[config.mk]
export PLATFORM = sky130hd
export DESIGN_NAME = rtz_mac_ctrl_flat
export DESIGN_NICKNAME = d
export VERILOG_FILES = /design/src/rtl/rtz_mac_ctrl_if.sv /design/src/rtl/rtz_mac_ctrl.sv /design/src/flat_wrapper.sv
export SDC_FILE = /design/constraint.sdc
export NUM_CORES = 1
export LEC_CHECK = 0
export CAP_MARGIN = 25
export CORE_AREA = 2 2 128 130
export CTS_CLUSTER_SIZE = 24
export DETAILED_ROUTE_END_ITERATION = 16
export DIE_AREA = 0 0 130 132
export PLACE_DENSITY = 0.8
export SLEW_MARGIN = 20
export SYNTH_ARGS = -nofsm -noshare
export SYNTH_HDL_FRONTEND = slang
export SYNTH_SLANG_ARGS = --single-unit
[constraint.sdc]
create_clock -name clk -period 5.6 [get_ports clk]
set_input_delay 1.12 -clock clk [delete_from_list [all_inputs] [get_ports clk]]
set_output_delay 1.12 -clock clk [all_outputs]
set_load 0.02 [all_outputs]
[src/rtl/rtz_mac_ctrl_if.sv]
// rtl/rtz_mac_ctrl_if.sv - job, operand and result signals of the rounding MAC controller
interface rtz_mac_ctrl_if #(
    parameter int DATA_W = 8,
    parameter int ACC_W  = 24,
    parameter int LEN_W  = 8,
    parameter int SH_W   = 4
);
    logic                     start;
    logic [LEN_W-1:0]         len;
    logic [SH_W-1:0]          rnd_sh;
    logic                     abort;
    logic                     in_valid;
    logic                     in_ready;
    logic signed [DATA_W-1:0] a_in;
    logic signed [DATA_W-1:0] b_in;
    logic                     out_valid;
    logic                     out_ready;
    logic signed [ACC_W-1:0]  result;
    logic                     sat_flag;
    logic                     busy;

    modport master (
        output start, len, rnd_sh, abort, in_valid, a_in, b_in, out_ready,
        input  in_ready, out_valid, result, sat_flag, busy
    );

    modport slave (
        input  start, len, rnd_sh, abort, in_valid, a_in, b_in, out_ready,
        output in_ready, out_valid, result, sat_flag, busy
    );
endinterface

[src/rtl/rtz_mac_ctrl.sv]
// rtl/rtz_mac_ctrl.sv - saturating dot-product sequencer with round-toward-zero result
module rtz_mac_ctrl #(
    parameter int DATA_W = 8,
    parameter int ACC_W  = 24,
    parameter int LEN_W  = 8,
    parameter int SH_W   = 4
) (
    input  logic           clk,
    input  logic           rst,
    rtz_mac_ctrl_if.slave  bus
);
    typedef enum logic [1:0] {IDLE, ACCUM, ROUND, DONE} state_t;

    localparam logic signed [ACC_W-1:0] ACC_MAX = {1'b0, {(ACC_W-1){1'b1}}};
    localparam logic signed [ACC_W-1:0] ACC_MIN = {1'b1, {(ACC_W-1){1'b0}}};

    state_t                   state;
    logic signed [ACC_W-1:0]  acc;
    logic [LEN_W-1:0]         count;
    logic [LEN_W-1:0]         len_q;
    logic [SH_W-1:0]          sh_q;
    logic                     in_ready_q;
    logic                     out_valid_q;
    logic signed [ACC_W-1:0]  result_q;
    logic                     sat_q;
    logic                     busy_q;

    logic signed [2*DATA_W-1:0] prod;
    logic [ACC_W:0]             sum;
    logic                       sum_ovf;
    logic signed [ACC_W-1:0]    acc_next;
    logic [ACC_W-1:0]           keep_mask;
    logic [ACC_W-1:0]           lsb_unit;
    logic [ACC_W-1:0]           cleared;
    logic signed [ACC_W-1:0]    rtz_val;
    logic                       last_pair;

    assign prod = bus.a_in * bus.b_in;

    // One guard bit is enough: a product never exceeds a quarter of the accumulator range.
    assign sum      = {acc[ACC_W-1], acc}
                    + {{(ACC_W+1-2*DATA_W){prod[2*DATA_W-1]}}, prod};
    assign sum_ovf  = sum[ACC_W] ^ sum[ACC_W-1];
    assign acc_next = sum_ovf ? (sum[ACC_W] ? ACC_MIN : ACC_MAX) : sum[ACC_W-1:0];

    assign last_pair = (LEN_W'(count + 1'b1) == len_q);

    always_comb begin
        keep_mask = '1 << sh_q;
        lsb_unit  = {{(ACC_W-1){1'b0}}, 1'b1} << sh_q;
        cleared   = acc & keep_mask;
        rtz_val   = cleared;
        if (int'(sh_q) >= ACC_W-1) begin
            rtz_val = (acc == ACC_MIN) ? ACC_MIN : '0;
        end else if (acc[ACC_W-1] && ((acc & ~keep_mask) != '0)) begin
            // Negative values truncate upward so the magnitude shrinks.
            rtz_val = cleared + lsb_unit;
        end
    end

    always_ff @(posedge clk or posedge rst) begin
        if (rst) begin
            state       <= IDLE;
            acc         <= '0;
            count       <= '0;
            len_q       <= '0;
            sh_q        <= '0;
            in_ready_q  <= 1'b0;
            out_valid_q <= 1'b0;
            result_q    <= '0;
            sat_q       <= 1'b0;
            busy_q      <= 1'b0;
        end else begin
            case (state)
                IDLE: begin
                    if (bus.start) begin
                        len_q  <= bus.len;
                        sh_q   <= bus.rnd_sh;
                        acc    <= '0;
                        count  <= '0;
                        sat_q  <= 1'b0;
                        busy_q <= 1'b1;
                        if (bus.len == '0) begin
                            state <= ROUND;
                        end else begin
                            state      <= ACCUM;
                            in_ready_q <= 1'b1;
                        end
                    end
                end
                ACCUM: begin
                    if (bus.abort) begin
                        state      <= IDLE;
                        in_ready_q <= 1'b0;
                        busy_q     <= 1'b0;
                    end else if (bus.in_valid && in_ready_q) begin
                        acc   <= acc_next;
                        count <= LEN_W'(count + 1'b1);
                        if (sum_ovf) begin
                            sat_q <= 1'b1;
                        end
                        if (last_pair) begin
                            state      <= ROUND;
                            in_ready_q <= 1'b0;
                        end
                    end
                end
                ROUND: begin
                    if (bus.abort) begin
                        state  <= IDLE;
                        busy_q <= 1'b0;
                    end else begin
                        result_q    <= rtz_val;
                        out_valid_q <= 1'b1;
                        state       <= DONE;
                    end
                end
                DONE: begin
                    if (bus.abort || bus.out_ready) begin
                        state       <= IDLE;
                        out_valid_q <= 1'b0;
                        busy_q      <= 1'b0;
                    end
                end
                default: begin
                    state       <= IDLE;
                    in_ready_q  <= 1'b0;
                    out_valid_q <= 1'b0;
                    busy_q      <= 1'b0;
                end
            endcase
        end
    end

    assign bus.in_ready  = in_ready_q;
    assign bus.out_valid = out_valid_q;
    assign bus.result    = result_q;
    assign bus.sat_flag  = sat_q;
    assign bus.busy      = busy_q;
endmodule

[src/flat_wrapper.sv]
// flat-port wrapper written by rule: the top's interface ports become plain ports
module rtz_mac_ctrl_flat 
#(
    parameter int DATA_W = 8,
    parameter int ACC_W  = 24,
    parameter int LEN_W  = 8,
    parameter int SH_W   = 4
)
  (clk, rst, bus_start, bus_len, bus_rnd_sh, bus_abort, bus_in_valid, bus_a_in, bus_b_in, bus_out_ready, bus_in_ready, bus_out_valid, bus_result, bus_sat_flag, bus_busy);
  rtz_mac_ctrl_if #(.DATA_W(DATA_W), .ACC_W(ACC_W), .LEN_W(LEN_W), .SH_W(SH_W)) bus_i ();
  input  logic clk;
  input  logic rst;
  input wire logic [$bits(bus_i.start)-1:0] bus_start;
  input wire logic [$bits(bus_i.len)-1:0] bus_len;
  input wire logic [$bits(bus_i.rnd_sh)-1:0] bus_rnd_sh;
  input wire logic [$bits(bus_i.abort)-1:0] bus_abort;
  input wire logic [$bits(bus_i.in_valid)-1:0] bus_in_valid;
  input wire logic [$bits(bus_i.a_in)-1:0] bus_a_in;
  input wire logic [$bits(bus_i.b_in)-1:0] bus_b_in;
  input wire logic [$bits(bus_i.out_ready)-1:0] bus_out_ready;
  output wire logic [$bits(bus_i.in_ready)-1:0] bus_in_ready;
  output wire logic [$bits(bus_i.out_valid)-1:0] bus_out_valid;
  output wire logic [$bits(bus_i.result)-1:0] bus_result;
  output wire logic [$bits(bus_i.sat_flag)-1:0] bus_sat_flag;
  output wire logic [$bits(bus_i.busy)-1:0] bus_busy;
  assign bus_i.start = bus_start;
  assign bus_i.len = bus_len;
  assign bus_i.rnd_sh = bus_rnd_sh;
  assign bus_i.abort = bus_abort;
  assign bus_i.in_valid = bus_in_valid;
  assign bus_i.a_in = bus_a_in;
  assign bus_i.b_in = bus_b_in;
  assign bus_i.out_ready = bus_out_ready;
  assign bus_in_ready = bus_i.in_ready;
  assign bus_out_valid = bus_i.out_valid;
  assign bus_result = bus_i.result;
  assign bus_sat_flag = bus_i.sat_flag;
  assign bus_busy = bus_i.busy;
  rtz_mac_ctrl #(.DATA_W(DATA_W), .ACC_W(ACC_W), .LEN_W(LEN_W), .SH_W(SH_W)) u_core (.clk(clk), .rst(rst), .bus(bus_i));
endmodule
==> summary.md <==
| Metric | Value |
|---|---|
| Iter 0 DRT Violations | `roughly 570` |
| Final hold violation count | `0` |
| Global-route wire length before repair | `38.4 mm` |
| Post-synth EDFFs | `0` |
| Reg clk slew, reported paths | `0.06 ns` |
| Most used cell, CP | `fa_1` |
| Total routed wirelength | `24.4 mm` |
| Fin nets | `1,395` |
| DRC | `0` |
| Synthesis Warnings | `0` |
| Startpoint types | `primary input` |
| Placed insts | `1,352` |
| Die area | `0.0172 sq mm` |
| Post-synthesis register bit count | `74` |
| Num Clock Sinks | `74` |
| Worst Hold Class | `register to register` |
| Synth Area per Inst | `9.17 sq um` |
| Tmin final | `5.97 ns` |
| WP data arrival | `6.19 ns` |
| All-Layer GR Usage | `27.8%` |
| First drt pass iteration count | `5` |
| Core box area | `0.0157 sq mm` |
| Antenna violations before repair | `0` |
| Crit path cell chain | `buf_2 -> buf_4 -> and2_1 -> fa_1 -> inv_2 -> fa_1 -> inv_1 -> fa_1 -> fa_1 -> ha_1 -> ha_2 -> or2_4 -> o22a_1 -> o31ai_4 -> o211ai_2 -> o41a_1 -> nand2_2 -> xnor2_4 -> buf_12 -> buf_12 -> a31oi_1` |
| Crit path max-delay family | `adder cells` |
| Slew Limit Fails | `0` |
| M1 GR Usage | `a little over a third` |
| Grt ovf | `0` |
| Die W | `130 um` |
| CP max-delay cell | `fa_1` |
| Port bufs | `61` |
| Layout cells sized above 1 | `24.2%` |
| Largest area contributor in the netlist | `fa_1` |
| Status | `finished, violations left` |
| Vias per cell | `5.74` |
| FP Rows | `46` |
| Worst relative slew slack | `44.3%` |
| Placer Congestion | `approximately 0.89` |
| RSZ-0062 raised after global routing | `yes` |
| Initial Utilization | `59.0%` |
| N_diodes | `0` |
| Worst path max stage delay | `0.57 ns` |
| Vias in the first global route | `8,145` |
| Post-synth top flop | `dfrtp_1` |
| Required @ worst endpoint | `between 5 and 6 ns` |
| # H-tree levels | `3` |
| Synth top area share | `23.5%` |
| Max Clk Rate | `roughly 0.17 GHz` |
| Maxcap violations | `0` |
| Crit path buf inv count | `6` |
| CTS tree | `built` |
| DR WL/cell | `17.4 um` |
| Failing checks | `negative setup slack` |
| P&R area growth vs syn | `29.4%` |
| Cell Area, Synth | `0.00928 sq mm` |
| Distinct cells, synth | `71` |
| Routed Antenna Nets | `0` |
| # hold bufs at CTS | `0` |
| Seq/Total Area, Yosys | `20.0%` |
| Routing usage on met3 | `slightly below 4%` |
| Gr busiest metal | `met2` |
| Syn nets | `1,231` |
| Clock Latency Late Sink | `0.35 ns` |
| Largest net degree at the start of global routing | `between 60 and 70` |
| Post-Layout Cell Count | `about 1,400` |
| Crit path kind | `primary input to register` |
| Top Ports | `62` |
| CTS root buf | `clkbuf_16` |
| Final period utilization | `107%` |
| Die height | `132 um` |
| CTS buffer count | `9` |
| Worst Max-Slew Pin Slew | `0.835 ns` |
| Post-synthesis cell count | `between 1,000 and 1,500` |
| Clock Skews | `0.0102 ns` |
| Synth area leaders | `fa_1, dfrtp_1, ha_1` |
| Setup WS post-layout | `-0.374 ns` |
| Async SR Flop Fraction | `100%` |
| Crit-path max FO | `5` |
| Worst setup EP type | `register` |
| Setup violations, final | `25` |
| Via count | `8,021` |
| Detailed Place HPWL | `~17 mm` |
| Max clock buf depth | `2` |
| Met2 Use GR | `49.2%` |
## flip-flops by register name (all words and copies together) (netlist names)
signal,flops
u_core.bus.out_valid,1
u_core.state,2
u_core.count,8
u_core.sh_q,4
u_core.bus.result,24
u_core.bus.busy,1
u_core.bus.sat_flag,1
u_core.acc,24
u_core.len_q,8
u_core.bus.in_ready,1
## cells in the final DEF, fill, tap and decap left out, types with 23 or more instances in the layout
cell / netlist / layout
ha_1: 76 / 55
nor2_1: 54 / 53
fa_1: 109 / 101
a21o_1: 23 / 23
buf_4: 1 / 105
a21oi_2: 20 / 31
xnor2_1: 29 / 29
dfrtp_1: 74 / 74
clkdlybuf4s50_1: 0 / 45
o21ai_0: 46 / 41
nand2_1: 90 / 84
a21oi_1: 82 / 68
and2_1: 40 / 36
inv_1: 133 / 122
xor2_1: 23 / 23
## final cells by class
cell class | instances | area (sq um)
clock inverters | 6 | 115
inverters | 134 | 513
well taps | 216 | 270
flip-flops and latches | 74 | 1850
multi-input cells | 775 | 7300
repair buffers | 182 | 1730
clock buffers | 10 | 229
fillers | 1030 | 3700
## layer usage
layer	wire [um]	vias to the layer above
li1	-	3735
met2	13000	280
met5	0	-
met4	898	0
met3	1140	80
met1	9370	3926
## worst register-to-register path, stage by stage (launching register included)
cell	delay [ns]
dfrtp_1	0.41
inv_1	0.12
fa_1	0.54
inv_1	0.05
fa_1	0.51
inv_1	0.06
fa_1	0.49
fa_2	0.40
fa_1	0.50
inv_2	0.05
ha_4	0.22
o211ai_4	0.20
a21oi_4	0.07
o31ai_4	0.27
o211ai_2	0.15
o41a_1	0.46
nand2_2	0.17
xnor2_4	0.14
buf_12	0.17
buf_12	0.12
a31oi_1	0.08
## worst paths after layout
check | depth (start not counted) | slack, ns | startpoint | to
max | 21 | -0.37 | bus_b_in[6] | u_core.acc[22]
min | 2 | 0.47 | u_core.bus.result[3] | u_core.bus.result[3]
max reg2reg | 20 | 0.29 | u_core.acc[6] | u_core.acc[22]
min reg2reg | 2 | 0.47 | u_core.bus.result[3] | u_core.bus.result[3]
max in group asynchronous | 3 | 3.35 | rst | u_core.bus.sat_flag
min in group asynchronous | 2 | 1.27 | rst | u_core.bus.result[9]
## timing repair
| item | 4_1_cts | 5_1_grt |
|---|---|---|
| gates resized for setup | 120 | 45 |
| setup buffers | 12 | 10 |
| pin swaps | 38 | 33 |
| setup endpoints to repair | 25 | 25 |
| hold endpoints to repair | 0 | 0 |
| gates cloned | 5 | 2 |
## cell families (layout without fill, tap and decap cells)
group                    Yosys count  in the layout  synth area share (%)
AND/OR/NAND/NOR                  266            267                  14.0
AO/OA/AOI/OAI                    250            250                  17.7
adder cells (fa/ha/maj)          185            185                  33.8
buffers and inverters            164            332                  6.97
flip-flops                        74             74                  20.0
XOR/XNOR                          53             53                  5.21
multiplexers                      20             20                  2.35
## metrics by stage
stage | TNS (ns) | util (%) | setup slack, ns | cell area, sq um | hold slack [ns]
2_1_floorplan | -6.36 | - | -0.315 | 9470 | 0.490
3_3_place_gp | -23.20 | 69.8 | -0.977 | 11000 | 0.460
3_5_place_dp | -25.95 | 69.8 | -1.09 | 11000 | 0.469
4_1_cts | -5.67 | 74.3 | -0.254 | 11700 | 0.481
5_1_grt | -10.90 | 76.4 | -0.501 | 12000 | 0.503
6_report | -8.46 | 76.4 | -0.374 | 12000 | 0.474
## synthesized netlist by cell type, types with 3 or more instances
cell / instances
a211oi_1: 5
a21boi_0: 3
a21o_1: 23
a21oi_1: 82
a21oi_2: 20
a22o_1: 7
a31oi_1: 13
and2_1: 40
and3_1: 9
buf_1: 4
buf_2: 4
buf_6: 3
clkbuf_1: 18
dfrtp_1: 74
fa_1: 109
ha_1: 76
inv_1: 133
mux2_2: 14
mux2i_1: 6
nand2_1: 90
nand2b_1: 13
nand3_1: 8
nand4_1: 5
nor2_1: 54
nor2b_1: 4
nor3_1: 17
nor4_1: 8
o211ai_2: 3
o21a_1: 7
o21ai_0: 46
o21ai_1: 4
o21bai_1: 3
o22ai_1: 5
or2_2: 5
xnor2_1: 29
xor2_1: 23
Power is left out: the tool's default activity adds up to more than one toggle a clock period on the data nets, which glitch-free logic cannot reach.
